[src/rtl/mem_bus_access_if.sv]
// Single-beat Wishbone-style data bus between the MEM stage (master) and memory (slave).
interface mem_bus_access_if;
  localparam int unsigned AW = 32;
  localparam int unsigned DW = 32;
  localparam int unsigned SW = 4;

  logic          cyc;
  logic          stb;
  logic          we;
  logic [SW-1:0] sel;
  logic [AW-1:0] adr;
  logic [DW-1:0] wdat;
  logic [DW-1:0] rdat;
  logic          ack;

  modport master (output cyc, stb, we, sel, adr, wdat, input rdat, ack);
  modport slave  (input cyc, stb, we, sel, adr, wdat, output rdat, ack);
endinterface

[src/rtl/mem_bus_access.sv]
// MEM stage: issues loads/stores as single-beat bus cycles, stalls the pipe while
// a cycle is outstanding and presents the write-back triple to MEM/WB.
module mem_bus_access #(
  parameter int unsigned TIMEOUT_CYCLES = 255
) (
  input  logic                    clk,
  input  logic                    rst,
  input  logic [4:0]              mem_wd_i,
  input  logic                    mem_wreg_i,
  input  logic [31:0]             mem_wdata_i,
  input  logic [7:0]              mem_aluop_i,
  input  logic [31:0]             mem_mem_addr_i,
  input  logic [31:0]             mem_reg2_i,
  input  logic [5:0]              stall_i,
  output logic                    stallreq_o,
  output logic [4:0]              wd_o,
  output logic                    wreg_o,
  output logic [31:0]             wdata_o,
  mem_bus_access_if.master        bus,
  output logic                    addr_err_o,
  output logic                    bus_err_o
);
  localparam int unsigned DW        = 32;
  localparam int unsigned CNT_W     = 8;
  localparam int unsigned STALL_MEM = 4;

  localparam logic [7:0] OP_LB  = 8'b1110_0000;
  localparam logic [7:0] OP_LH  = 8'b1110_0001;
  localparam logic [7:0] OP_LW  = 8'b1110_0011;
  localparam logic [7:0] OP_LBU = 8'b1110_0100;
  localparam logic [7:0] OP_LHU = 8'b1110_0101;
  localparam logic [7:0] OP_SB  = 8'b1110_1000;
  localparam logic [7:0] OP_SH  = 8'b1110_1001;
  localparam logic [7:0] OP_SW  = 8'b1110_1011;

  typedef enum logic [1:0] {S_IDLE, S_BUS, S_HOLD} state_e;

  state_e          state_q, state_d;
  logic            cyc_q, cyc_d, we_q, we_d;
  logic [3:0]      sel_q, sel_d;
  logic [DW-1:0]   adr_q, adr_d, wdat_q, wdat_d, cap_q, cap_d;
  logic            sign_q, sign_d, ld_ok_q, ld_ok_d;
  logic [CNT_W-1:0] cnt_q, cnt_d;
  logic            aerr_q, aerr_d, aerr_seen_q, aerr_seen_d, berr_q, berr_d;

  logic            is_load, is_store, is_mem, op_sgn, mis;
  logic [3:0]      sel_dec;
  logic [DW-1:0]   st_data;
  logic            unused_stall;

  assign unused_stall = ^{stall_i[5], stall_i[3:0]};
  assign is_mem       = is_load | is_store;

  // Opcode decode: byte lanes (big-endian), alignment and store replication.
  always_comb begin
    is_load  = 1'b0;
    is_store = 1'b0;
    op_sgn   = 1'b0;
    mis      = 1'b0;
    sel_dec  = 4'b0000;
    st_data  = mem_reg2_i;
    case (mem_aluop_i)
      OP_LB, OP_LBU, OP_SB: sel_dec = 4'b1000 >> mem_mem_addr_i[1:0];
      OP_LH, OP_LHU, OP_SH: begin
        sel_dec = mem_mem_addr_i[1] ? 4'b0011 : 4'b1100;
        mis     = mem_mem_addr_i[0];
      end
      OP_LW, OP_SW: begin
        sel_dec = 4'b1111;
        mis     = |mem_mem_addr_i[1:0];
      end
      default: ;
    endcase
    case (mem_aluop_i)
      OP_LB, OP_LH:          begin is_load = 1'b1; op_sgn = 1'b1; end
      OP_LBU, OP_LHU, OP_LW: is_load = 1'b1;
      OP_SB: begin is_store = 1'b1; st_data = {4{mem_reg2_i[7:0]}}; end
      OP_SH: begin is_store = 1'b1; st_data = {2{mem_reg2_i[15:0]}}; end
      OP_SW: is_store = 1'b1;
      default: ;
    endcase
  end

  // Pick the addressed lane out of the returned word and extend it.
  function automatic logic [DW-1:0] extend_load(input logic [3:0] sel, input logic sgn,
                                                input logic [DW-1:0] d);
    logic [DW-1:0] r;
    r = d;
    case (sel)
      4'b1000: r = {{24{sgn & d[31]}}, d[31:24]};
      4'b0100: r = {{24{sgn & d[23]}}, d[23:16]};
      4'b0010: r = {{24{sgn & d[15]}}, d[15:8]};
      4'b0001: r = {{24{sgn & d[7]}},  d[7:0]};
      4'b1100: r = {{16{sgn & d[31]}}, d[31:16]};
      4'b0011: r = {{16{sgn & d[15]}}, d[15:0]};
      default: r = d;
    endcase
    return r;
  endfunction

  always_comb begin
    state_d     = state_q;
    cyc_d       = cyc_q;
    we_d        = we_q;
    sel_d       = sel_q;
    adr_d       = adr_q;
    wdat_d      = wdat_q;
    cap_d       = cap_q;
    sign_d      = sign_q;
    ld_ok_d     = ld_ok_q;
    cnt_d       = cnt_q;
    aerr_d      = 1'b0;
    aerr_seen_d = aerr_seen_q;
    berr_d      = 1'b0;
    stallreq_o  = 1'b0;
    wd_o        = '0;
    wreg_o      = 1'b0;
    wdata_o     = '0;
    case (state_q)
      S_IDLE: begin
        aerr_seen_d = 1'b0;
        wd_o        = mem_wd_i;
        if (is_mem && mis) begin
          // A held misaligned op must report only once.
          aerr_d      = ~aerr_seen_q;
          aerr_seen_d = stall_i[STALL_MEM];
        end else if (is_mem) begin
          stallreq_o = 1'b1;
          state_d    = S_BUS;
          cyc_d      = 1'b1;
          we_d       = is_store;
          sel_d      = sel_dec;
          adr_d      = {mem_mem_addr_i[31:2], 2'b00};
          wdat_d     = is_store ? st_data : '0;
          sign_d     = op_sgn;
          ld_ok_d    = 1'b0;
          cnt_d      = '0;
        end else begin
          wreg_o  = mem_wreg_i;
          wdata_o = mem_wdata_i;
        end
      end
      S_BUS: begin
        stallreq_o = 1'b1;
        wd_o       = mem_wd_i;
        if (bus.ack) begin
          cyc_d   = 1'b0;
          we_d    = 1'b0;
          cap_d   = extend_load(sel_q, sign_q, bus.rdat);
          ld_ok_d = ~we_q;
          state_d = S_HOLD;
        end else if (cnt_q == CNT_W'(TIMEOUT_CYCLES - 1)) begin
          cyc_d   = 1'b0;
          we_d    = 1'b0;
          berr_d  = 1'b1;
          ld_ok_d = 1'b0;
          state_d = S_HOLD;
        end else begin
          cnt_d = cnt_q + CNT_W'(1);
        end
      end
      S_HOLD: begin
        wd_o    = mem_wd_i;
        wreg_o  = ld_ok_q & mem_wreg_i;
        wdata_o = ld_ok_q ? cap_q : '0;
        if (!stall_i[STALL_MEM]) state_d = S_IDLE;
      end
      default: state_d = S_IDLE;
    endcase
    // Write-back and stall request read as zero while reset is asserted.
    if (!rst) begin
      stallreq_o = 1'b0;
      wd_o       = '0;
      wreg_o     = 1'b0;
      wdata_o    = '0;
    end
  end

  always_ff @(posedge clk or negedge rst) begin
    if (!rst) begin
      state_q     <= S_IDLE;
      cyc_q       <= 1'b0;
      we_q        <= 1'b0;
      sel_q       <= '0;
      adr_q       <= '0;
      wdat_q      <= '0;
      cap_q       <= '0;
      sign_q      <= 1'b0;
      ld_ok_q     <= 1'b0;
      cnt_q       <= '0;
      aerr_q      <= 1'b0;
      aerr_seen_q <= 1'b0;
      berr_q      <= 1'b0;
    end else begin
      state_q     <= state_d;
      cyc_q       <= cyc_d;
      we_q        <= we_d;
      sel_q       <= sel_d;
      adr_q       <= adr_d;
      wdat_q      <= wdat_d;
      cap_q       <= cap_d;
      sign_q      <= sign_d;
      ld_ok_q     <= ld_ok_d;
      cnt_q       <= cnt_d;
      aerr_q      <= aerr_d;
      aerr_seen_q <= aerr_seen_d;
      berr_q      <= berr_d;
    end
  end

  assign bus.cyc    = cyc_q;
  assign bus.stb    = cyc_q;
  assign bus.we     = we_q;
  assign bus.sel    = sel_q;
  assign bus.adr    = adr_q;
  assign bus.wdat   = wdat_q;
  assign addr_err_o = aerr_q;
  assign bus_err_o  = berr_q;
endmodule

[src/flat_wrapper.sv]
// flat-port wrapper written by rule: the top's interface ports become plain ports
module mem_bus_access_flat 
#(
  parameter int unsigned TIMEOUT_CYCLES = 255
)
  (clk, rst, mem_wd_i, mem_wreg_i, mem_wdata_i, mem_aluop_i, mem_mem_addr_i, mem_reg2_i, stall_i, stallreq_o, wd_o, wreg_o, wdata_o, addr_err_o, bus_err_o, bus_cyc, bus_stb, bus_we, bus_sel, bus_adr, bus_wdat, bus_rdat, bus_ack);
  mem_bus_access_if bus_i ();
  input  logic clk;
  input  logic rst;
  input  logic [4:0] mem_wd_i;
  input  logic mem_wreg_i;
  input  logic [31:0] mem_wdata_i;
  input  logic [7:0] mem_aluop_i;
  input  logic [31:0] mem_mem_addr_i;
  input  logic [31:0] mem_reg2_i;
  input  logic [5:0] stall_i;
  output logic stallreq_o;
  output logic [4:0] wd_o;
  output logic wreg_o;
  output logic [31:0] wdata_o;
  output logic addr_err_o;
  output logic bus_err_o;
  output wire logic [$bits(bus_i.cyc)-1:0] bus_cyc;
  output wire logic [$bits(bus_i.stb)-1:0] bus_stb;
  output wire logic [$bits(bus_i.we)-1:0] bus_we;
  output wire logic [$bits(bus_i.sel)-1:0] bus_sel;
  output wire logic [$bits(bus_i.adr)-1:0] bus_adr;
  output wire logic [$bits(bus_i.wdat)-1:0] bus_wdat;
  input wire logic [$bits(bus_i.rdat)-1:0] bus_rdat;
  input wire logic [$bits(bus_i.ack)-1:0] bus_ack;
  assign bus_cyc = bus_i.cyc;
  assign bus_stb = bus_i.stb;
  assign bus_we = bus_i.we;
  assign bus_sel = bus_i.sel;
  assign bus_adr = bus_i.adr;
  assign bus_wdat = bus_i.wdat;
  assign bus_i.rdat = bus_rdat;
  assign bus_i.ack = bus_ack;
  mem_bus_access #(.TIMEOUT_CYCLES(TIMEOUT_CYCLES)) u_core (.clk(clk), .rst(rst), .mem_wd_i(mem_wd_i), .mem_wreg_i(mem_wreg_i), .mem_wdata_i(mem_wdata_i), .mem_aluop_i(mem_aluop_i), .mem_mem_addr_i(mem_mem_addr_i), .mem_reg2_i(mem_reg2_i), .stall_i(stall_i), .stallreq_o(stallreq_o), .wd_o(wd_o), .wreg_o(wreg_o), .wdata_o(wdata_o), .bus(bus_i), .addr_err_o(addr_err_o), .bus_err_o(bus_err_o));
endmodule
[config.mk]
export PLATFORM = sky130hd
export DESIGN_NAME = mem_bus_access_flat
export DESIGN_NICKNAME = d
export VERILOG_FILES = /design/src/rtl/mem_bus_access_if.sv /design/src/rtl/mem_bus_access.sv /design/src/flat_wrapper.sv
export SDC_FILE = /design/constraint.sdc
export NUM_CORES = 1
export LEC_CHECK = 0
export ABC_AREA = 1
export BUFFER_PORTS_ARGS = -buffer_cell sky130_fd_sc_hd__buf_2
export CAP_MARGIN = 20
export CORE_UTILIZATION = 49
export CTS_CLUSTER_DIAMETER = 100
export DETAILED_ROUTE_END_ITERATION = 10
export MAX_ROUTING_LAYER = met4
export PLACE_DENSITY_LB_ADDON = 0.12
export SLEW_MARGIN = 30
export SYNTH_ARGS = -nofsm -noshare
export SYNTH_HDL_FRONTEND = slang
export SYNTH_SLANG_ARGS = --single-unit
[constraint.sdc]
create_clock -name clk -period 2 [get_ports clk]
set_clock_uncertainty 0.15 [all_clocks]
set_input_delay 0.2 -clock clk [delete_from_list [all_inputs] [get_ports clk]]
set_output_delay 0.2 -clock clk [all_outputs]
set_load 0.03 [all_outputs]
==> flow_summary.json, run 1 <==
{
  "status": "finished with violations",
  "violations": "negative setup slack",
  "dp_cells": 1358,
  "p_total_mw": 8.63,
  "setup_viol": 34,
  "die_h_um": 118,
  "place_congestion": 0.903,
  "grt_max_degree": 69,
  "drc": 0,
  "synth-edff-count": 0,
  "crit_family": "simple AND/OR/NAND/NOR gates",
  "overflow": 0,
  "pin_count": 263,
  "critPathLaunch": "u_core.state_q[1]$_DFFE_PN0P_",
  "critPathCaptureType": "output pin",
  "grt_pass1_wl_mm": 35.9,
  "die_w_um": 118,
  "clkSinkCount": 115,
  "route.final.wire_length_mm": 22.6,
  "final_util_pct": 79.8,
  "rrSetupSlack_ps": 160,
  "tns_ps": -4820,
  "p_per_area_mw_per_mm2": 840,
  "r2r-start": "u_core.state_q[0]$_DFFE_PN0P_",
  "final_nets": 1453,
  "synth_seq_cells": 115,
  "fp.coreArea_mm2": 0.0129,
  "max_freq_ghz": 0.454,
  "syn_to_final_growth_pct": 56.2,
  "synthDistinctLibCells": 36,
  "synth-async-reset-ratio_pct": 100,
  "critPathMaxFanout": 16,
  "drt_iter0_markers": 729,
  "worst_pin_slew_ps": 594,
  "grt_antenna_before_repair": 1,
  "ant_nets": 0,
  "worstHoldStart": "bus_rdat[15]",
  "path_cells": "nor2_2, inv_2, nor2_4, buf_12, nand2_1, a21oi_2, buf_6",
  "syn_area_mm2": 0.00658,
  "cp.arrival_ps": 1850,
  "row_count": 41,
  "setup.worst_path.class": "reg2out",
  "ctsRootBufferMaster": "clkbuf_16",
  "whs_ps": 23.9,
  "pre_cts_slack_ps": 94.4,
  "ys_seq_area_share_pct": 43.7,
  "cts_buffer_depth": 2,
  "dp_hpwl_mm": 13.8,
  "synth_top_flop_cell": "dfrtp_1",
  "initial_core_util_pct": 51.1,
  "nFillCells": 893,
  "max_stage_delay_ps": 420,
  "fin_crit_sh_pct": 110,
  "period_needed_ps": 2200,
  "power_leakage_nw": 5.60,
  "clk_pin_slew_ps": 50,
  "slew_violations": 0,
  "finalInstanceArea_mm2": 0.0103,
  "ir_drop_mv": 0.778,
  "crit_path_top_delay_cell": "dfrtp_1",
  "cap_violations": 0,
  "finalNonFillerCells": 1485,
  "dieArea_mm2": 0.0139,
  "placed_area_mm2": 0.00833,
  "num_vias": 7734,
  "crit_buf_inv": 3,
  "finalHoldViolCount": 0,
  "start_kind": "register",
  "insertion_delay_ps": 420,
  "htree_levels": 4,
  "wire_per_inst_um": 15.2,
  "grt_usage_pct": 33.7,
  "min_path_type": "in2reg",
  "synth_area_per_cell_um2": 7.01,
  "ys_warn_count": 0,
  "cts_buffers": 17,
  "grt_pass1_vias": 7478,
  "required_ps": 1650,
  "fin_ws_ps": -201,
  "io_buffers": 255,
  "dr.pass1.iters": 6,
  "drive_gt1_share_pct": 31.9,
  "syn_inst": 939,
  "cts_tree": "yes",
  "viasPerCell": 5.21,
  "maxSlewHeadroom_pct": 60.4,
  "rsz0062_at_grt": "yes"
}
## cell families after synthesis
family | synth area share [%]
buffers and inverters | 8.90
other | 0.0570
AND/OR/NAND/NOR | 34.6
AO/OA/AOI/OAI | 12.0
flip-flops | 43.7
XOR/XNOR | 0.266
adder cells (fa/ha/maj) | 0.380
## Yosys cell counts, types with 4 or more instances
master	n	area (um^2)
nand2_1	396	1490
dfrtp_1	115	2880
inv_1	85	319
o21ai_0	58	290
a21oi_1	51	255
nor2_1	47	176
nand3_1	37	185
buf_2	24	120
or2_2	19	119
nand3b_1	17	128
clkbuf_1	14	52.6
o211ai_1	11	82.6
nand4_1	10	62.6
buf_4	9	67.6
a2bb2oi_1	7	61.3
o22ai_1	5	31.3
nand2_2	4	25.0
nor2_2	4	25.0
o21ai_1	4	20.0
## flip-flops by register name, indices dropped and copies added, names as in the netlist
signal              count
u_core.bus.adr         30
u_core.cap_q           32
u_core.bus.cyc          1
u_core.bus.we           1
u_core.bus.wdat        32
u_core.addr_err_o       1
u_core.sign_q           1
u_core.ld_ok_q          1
u_core.aerr_seen_q      1
u_core.bus.sel          4
u_core.state_q          2
u_core.bus_err_o        1
u_core.cnt_q            8
## final timing paths
path | end | cells past startpoint
worst min register to register | u_core.addr_err_o$_DFF_PN0_ | 1
min in group asynchronous | u_core.bus.adr[31]$_DFFE_PN0P_ | 3
worst max-delay path | wdata_o[10] | 7
worst max register to register | u_core.cap_q[28]$_DFFE_PN0P_ | 10
worst min-delay path | u_core.cap_q[15]$_DFFE_PN0P_ | 5
max in group asynchronous | u_core.cap_q[2]$_DFFE_PN0P_ | 4
## cell usage in the layout (no fill, tap or decap), types with 7 or more instances in the layout
cell | synthesis | final
a21oi_1 | 51 | 20
a21oi_2 | 0 | 30
a2bb2oi_1 | 7 | 7
buf_12 | 0 | 10
buf_2 | 24 | 220
buf_4 | 9 | 39
buf_6 | 1 | 35
clkbuf_16 | 0 | 20
dfrtp_1 | 115 | 115
dlygate4sd3_1 | 0 | 82
inv_1 | 85 | 84
nand2_1 | 396 | 387
nand2_2 | 4 | 12
nand3_1 | 37 | 37
nand3b_1 | 17 | 17
nand4_1 | 10 | 10
nor2_1 | 47 | 42
o211ai_1 | 11 | 11
o21ai_0 | 58 | 56
or2_2 | 19 | 19
## tightest hold or removal path: cells and delay by family
family | cells | cell delay [ps]
AO/OA/AOI/OAI | 1 | 90
buffers and inverters | 2 | 170
AND/OR/NAND/NOR | 2 | 90
## metal layers
| layer | GRT usage [%] | vias to the layer above | share of wire, % |
|---|---|---|---|
| met5 | - | - | 0 |
| met4 | 18.3 | 0 | 4.4 |
| li1 | - | 3689 | - |
| met1 | 40.1 | 3550 | 40 |
| met3 | 7.03 | 83 | 7.0 |
| met2 | 53.5 | 412 | 49 |
## report_power, final
group / total (mW) / switching, mW / internal [mW]
clock network: 3.37 / 1.07 / 2.30
logic: 2.17 / 1.28 / 0.891
registers: 3.09 / 0.286 / 2.80
## final cells by class
| type | instances | area (um^2) | area share (%) |
|---|---|---|---|
| multi-input combinational | 688 | 3310 | 32.2 |
| clock inverter | 9 | 176 | 1.72 |
| tap | 172 | 215 | 2.09 |
| antenna | 1 | 2.50 | 0.0243 |
| sequential | 115 | 2880 | 28.0 |
| inverter | 89 | 334 | 3.25 |
| timing repair buffer | 389 | 2880 | 28.1 |
| clock buffer | 22 | 474 | 4.61 |
## what timing repair did
item | CTS | global route
pin swaps | 1 | 9
setup buffers | 2 | 6
gates resized for setup | 68 | 26
gates cloned | 1 | 4
hold buffers | 82 | 0
endpoints found under the hold margin | 189 | 0
endpoints found under the setup margin | 39 | 63
(Power assumes the default switching activity.)
==> run 2, diff against run 1 <==
--- a/config.mk
+++ b/config.mk
@@ -14,4 +14,5 @@
 export MAX_ROUTING_LAYER = met4
 export PLACE_DENSITY_LB_ADDON = 0.12
+export REMOVE_ABC_BUFFERS = 1
 export SLEW_MARGIN = 30
 export SYNTH_ARGS = -nofsm -noshare
==> constraint.sdc (replaced) <==
create_clock -name clk -period 2 [get_ports clk]
set_clock_uncertainty 0.15 [all_clocks]
set_input_delay 0.2 -clock clk [delete_from_list [all_inputs] [get_ports clk]]
set_output_delay 0.2 -clock clk [all_outputs]
set_load 0.01 [all_outputs]
==> run 2 against run 1 <==
- the flow still finishes with violations (negative setup slack)
- worst setup slack better by 29 ps
- combinational power down 19%
- critical endpoint is now wdata_o[23]
- fmax up 1.3%
- sequential power about the same
- final area down 4.7%
- register-to-register slack worse by 30 ps
- via count down 2.5%
==> flow_summary.json, run 2 (synthesized netlist as in run 1, its figures left out) <==
{
  "p_total_mw": 7.72,
  "clkSinkCount": 115,
  "insertion_delay_ps": 410,
  "mostFrequentLayoutCells": "nand2_1 (386), buf_2 (254), dfrtp_1 (115), inv_1 (83), dlygate4sd3_1 (78)",
  "ctsRootBufferMaster": "clkbuf_16",
  "min_path_type": "in2reg",
  "cap_violations": 0,
  "row_count": 41,
  "fp.coreArea_mm2": 0.0129,
  "seq_area_mm2": 0.00288,
  "start_kind": "register",
  "grt_max_degree": 73,
  "nFillCells": 987,
  "p_per_area_mw_per_mm2": 789,
  "grt_pass1_wl_mm": 34.9,
  "dp_cells": 1353,
  "drc": 0,
  "final_common_cell": "nand2_1",
  "syn_to_final_growth_pct": 48.8,
  "whs_ps": 9.83,
  "dp_hpwl_mm": 13.5,
  "ir_drop_mv": 0.548,
  "num_vias": 7537,
  "cts_buffers": 17,
  "place_congestion": 0.871,
  "io_buffers": 255,
  "max_freq_ghz": 0.460,
  "grt_usage_pct": 32.5,
  "clk_pin_slew_ps": 50,
  "die_w_um": 118,
  "route.final.wire_length_mm": 21.7,
  "final_util_pct": 76.0,
  "wire_per_inst_um": 14.7,
  "critPathMaxFanout": 8,
  "drt_iter0_markers": 569,
  "cp.arrival_ps": 1820,
  "pre_cts_slack_ps": 48.1,
  "dr.pass1.iters": 5,
  "cts_buffer_depth": 2,
  "grt_antenna_before_repair": 0,
  "setup_viol": 34,
  "slew_violations": 0,
  "rsz0062_at_grt": "yes",
  "setup.worst_path.class": "reg2out",
  "worst_pin_slew_ps": 681,
  "status": "finished with violations",
  "overflow": 0,
  "pin_count": 263,
  "htree_levels": 4,
  "dieArea_mm2": 0.0139,
  "ant_nets": 0,
  "grt_pass1_vias": 7193,
  "fin_crit_sh_pct": 109,
  "multiInputGateArea_mm2": 0.00322,
  "drive_gt1_share_pct": 30.1,
  "tns_ps": -4090,
  "period_needed_ps": 2170,
  "placed_area_mm2": 0.00819,
  "viasPerCell": 5.11,
  "initial_core_util_pct": 51.1,
  "finalHoldViolCount": 0,
  "maxSlewHeadroom_pct": 54.6,
  "finalNonFillerCells": 1474,
  "finalInstanceArea_mm2": 0.00979,
  "required_ps": 1650,
  "violations": "negative setup slack",
  "power_leakage_nw": 5.45,
  "final_nets": 1441,
  "fin_ws_ps": -172,
  "die_h_um": 118,
  "cts_tree": "yes",
  "critPathCaptureType": "output pin"
}
## run 2: routing by layer
metal,GRT usage [%],vias up,wire length [um]
met1,38.9,3484,8940
met2,53.3,343,10700
met4,11.8,0,525
li1,-,3665,-
met5,-,-,0
met3,7.56,45,1500
## run 2: path summary, 6_finish.rpt
path,slack [ps],depth (start not counted),startpoint,end
worst max-delay path,-170,8,u_core.state_q[1]$_DFFE_PN0P_,wdata_o[23]
worst min-delay path,10,4,mem_aluop_i[2],u_core.sign_q$_DFFE_PN0P_
worst max register to register,130,10,u_core.state_q[0]$_DFFE_PN0P_,u_core.cap_q[28]$_DFFE_PN0P_
worst min register to register,320,2,u_core.bus.wdat[21]$_DFFE_PN0P_,u_core.bus.wdat[21]$_DFFE_PN0P_
max in group asynchronous,880,3,rst,u_core.bus.adr[21]$_DFFE_PN0P_
min in group asynchronous,310,3,rst,u_core.cnt_q[6]$_DFFE_PN0P_
## run 2: what timing repair did
action                                  4_1_cts  5_1_grt
setup buffers                                 5        2
hold endpoints to repair                    187        0
hold buffers                                 78        0
pin swaps                                     2        8
resized for setup                             9       25
gates cloned                                  1        3
endpoints found under the setup margin       34       56
## run 2: report_power, final
group / internal, mW / total, mW / switching (mW)
combinational: 0.847 / 1.75 / 0.903
clock: 1.83 / 2.91 / 1.08
sequential: 2.80 / 3.07 / 0.266
total: 5.47 / 7.72 / 2.25
## run 2: critical path, stage by stage, from the launching register on
cell and delay, ps:
dfrtp_1 400, nor2_2 150, inv_2 70, nor2_4 120, buf_12 150, clkbuf_16 170
nand2_2 60, a21oi_2 140, buf_2 150
## run 2: area by class of cell
type | count | share of cell area [%]
timing repair buffer | 377 | 26.3
antenna | 1 | 0.0256
multi-input combinational | 688 | 32.9
inverter | 89 | 3.41
tap | 172 | 2.20
clock inverter | 9 | 0.805
clock buffer | 23 | 4.98
sequential | 115 | 29.4
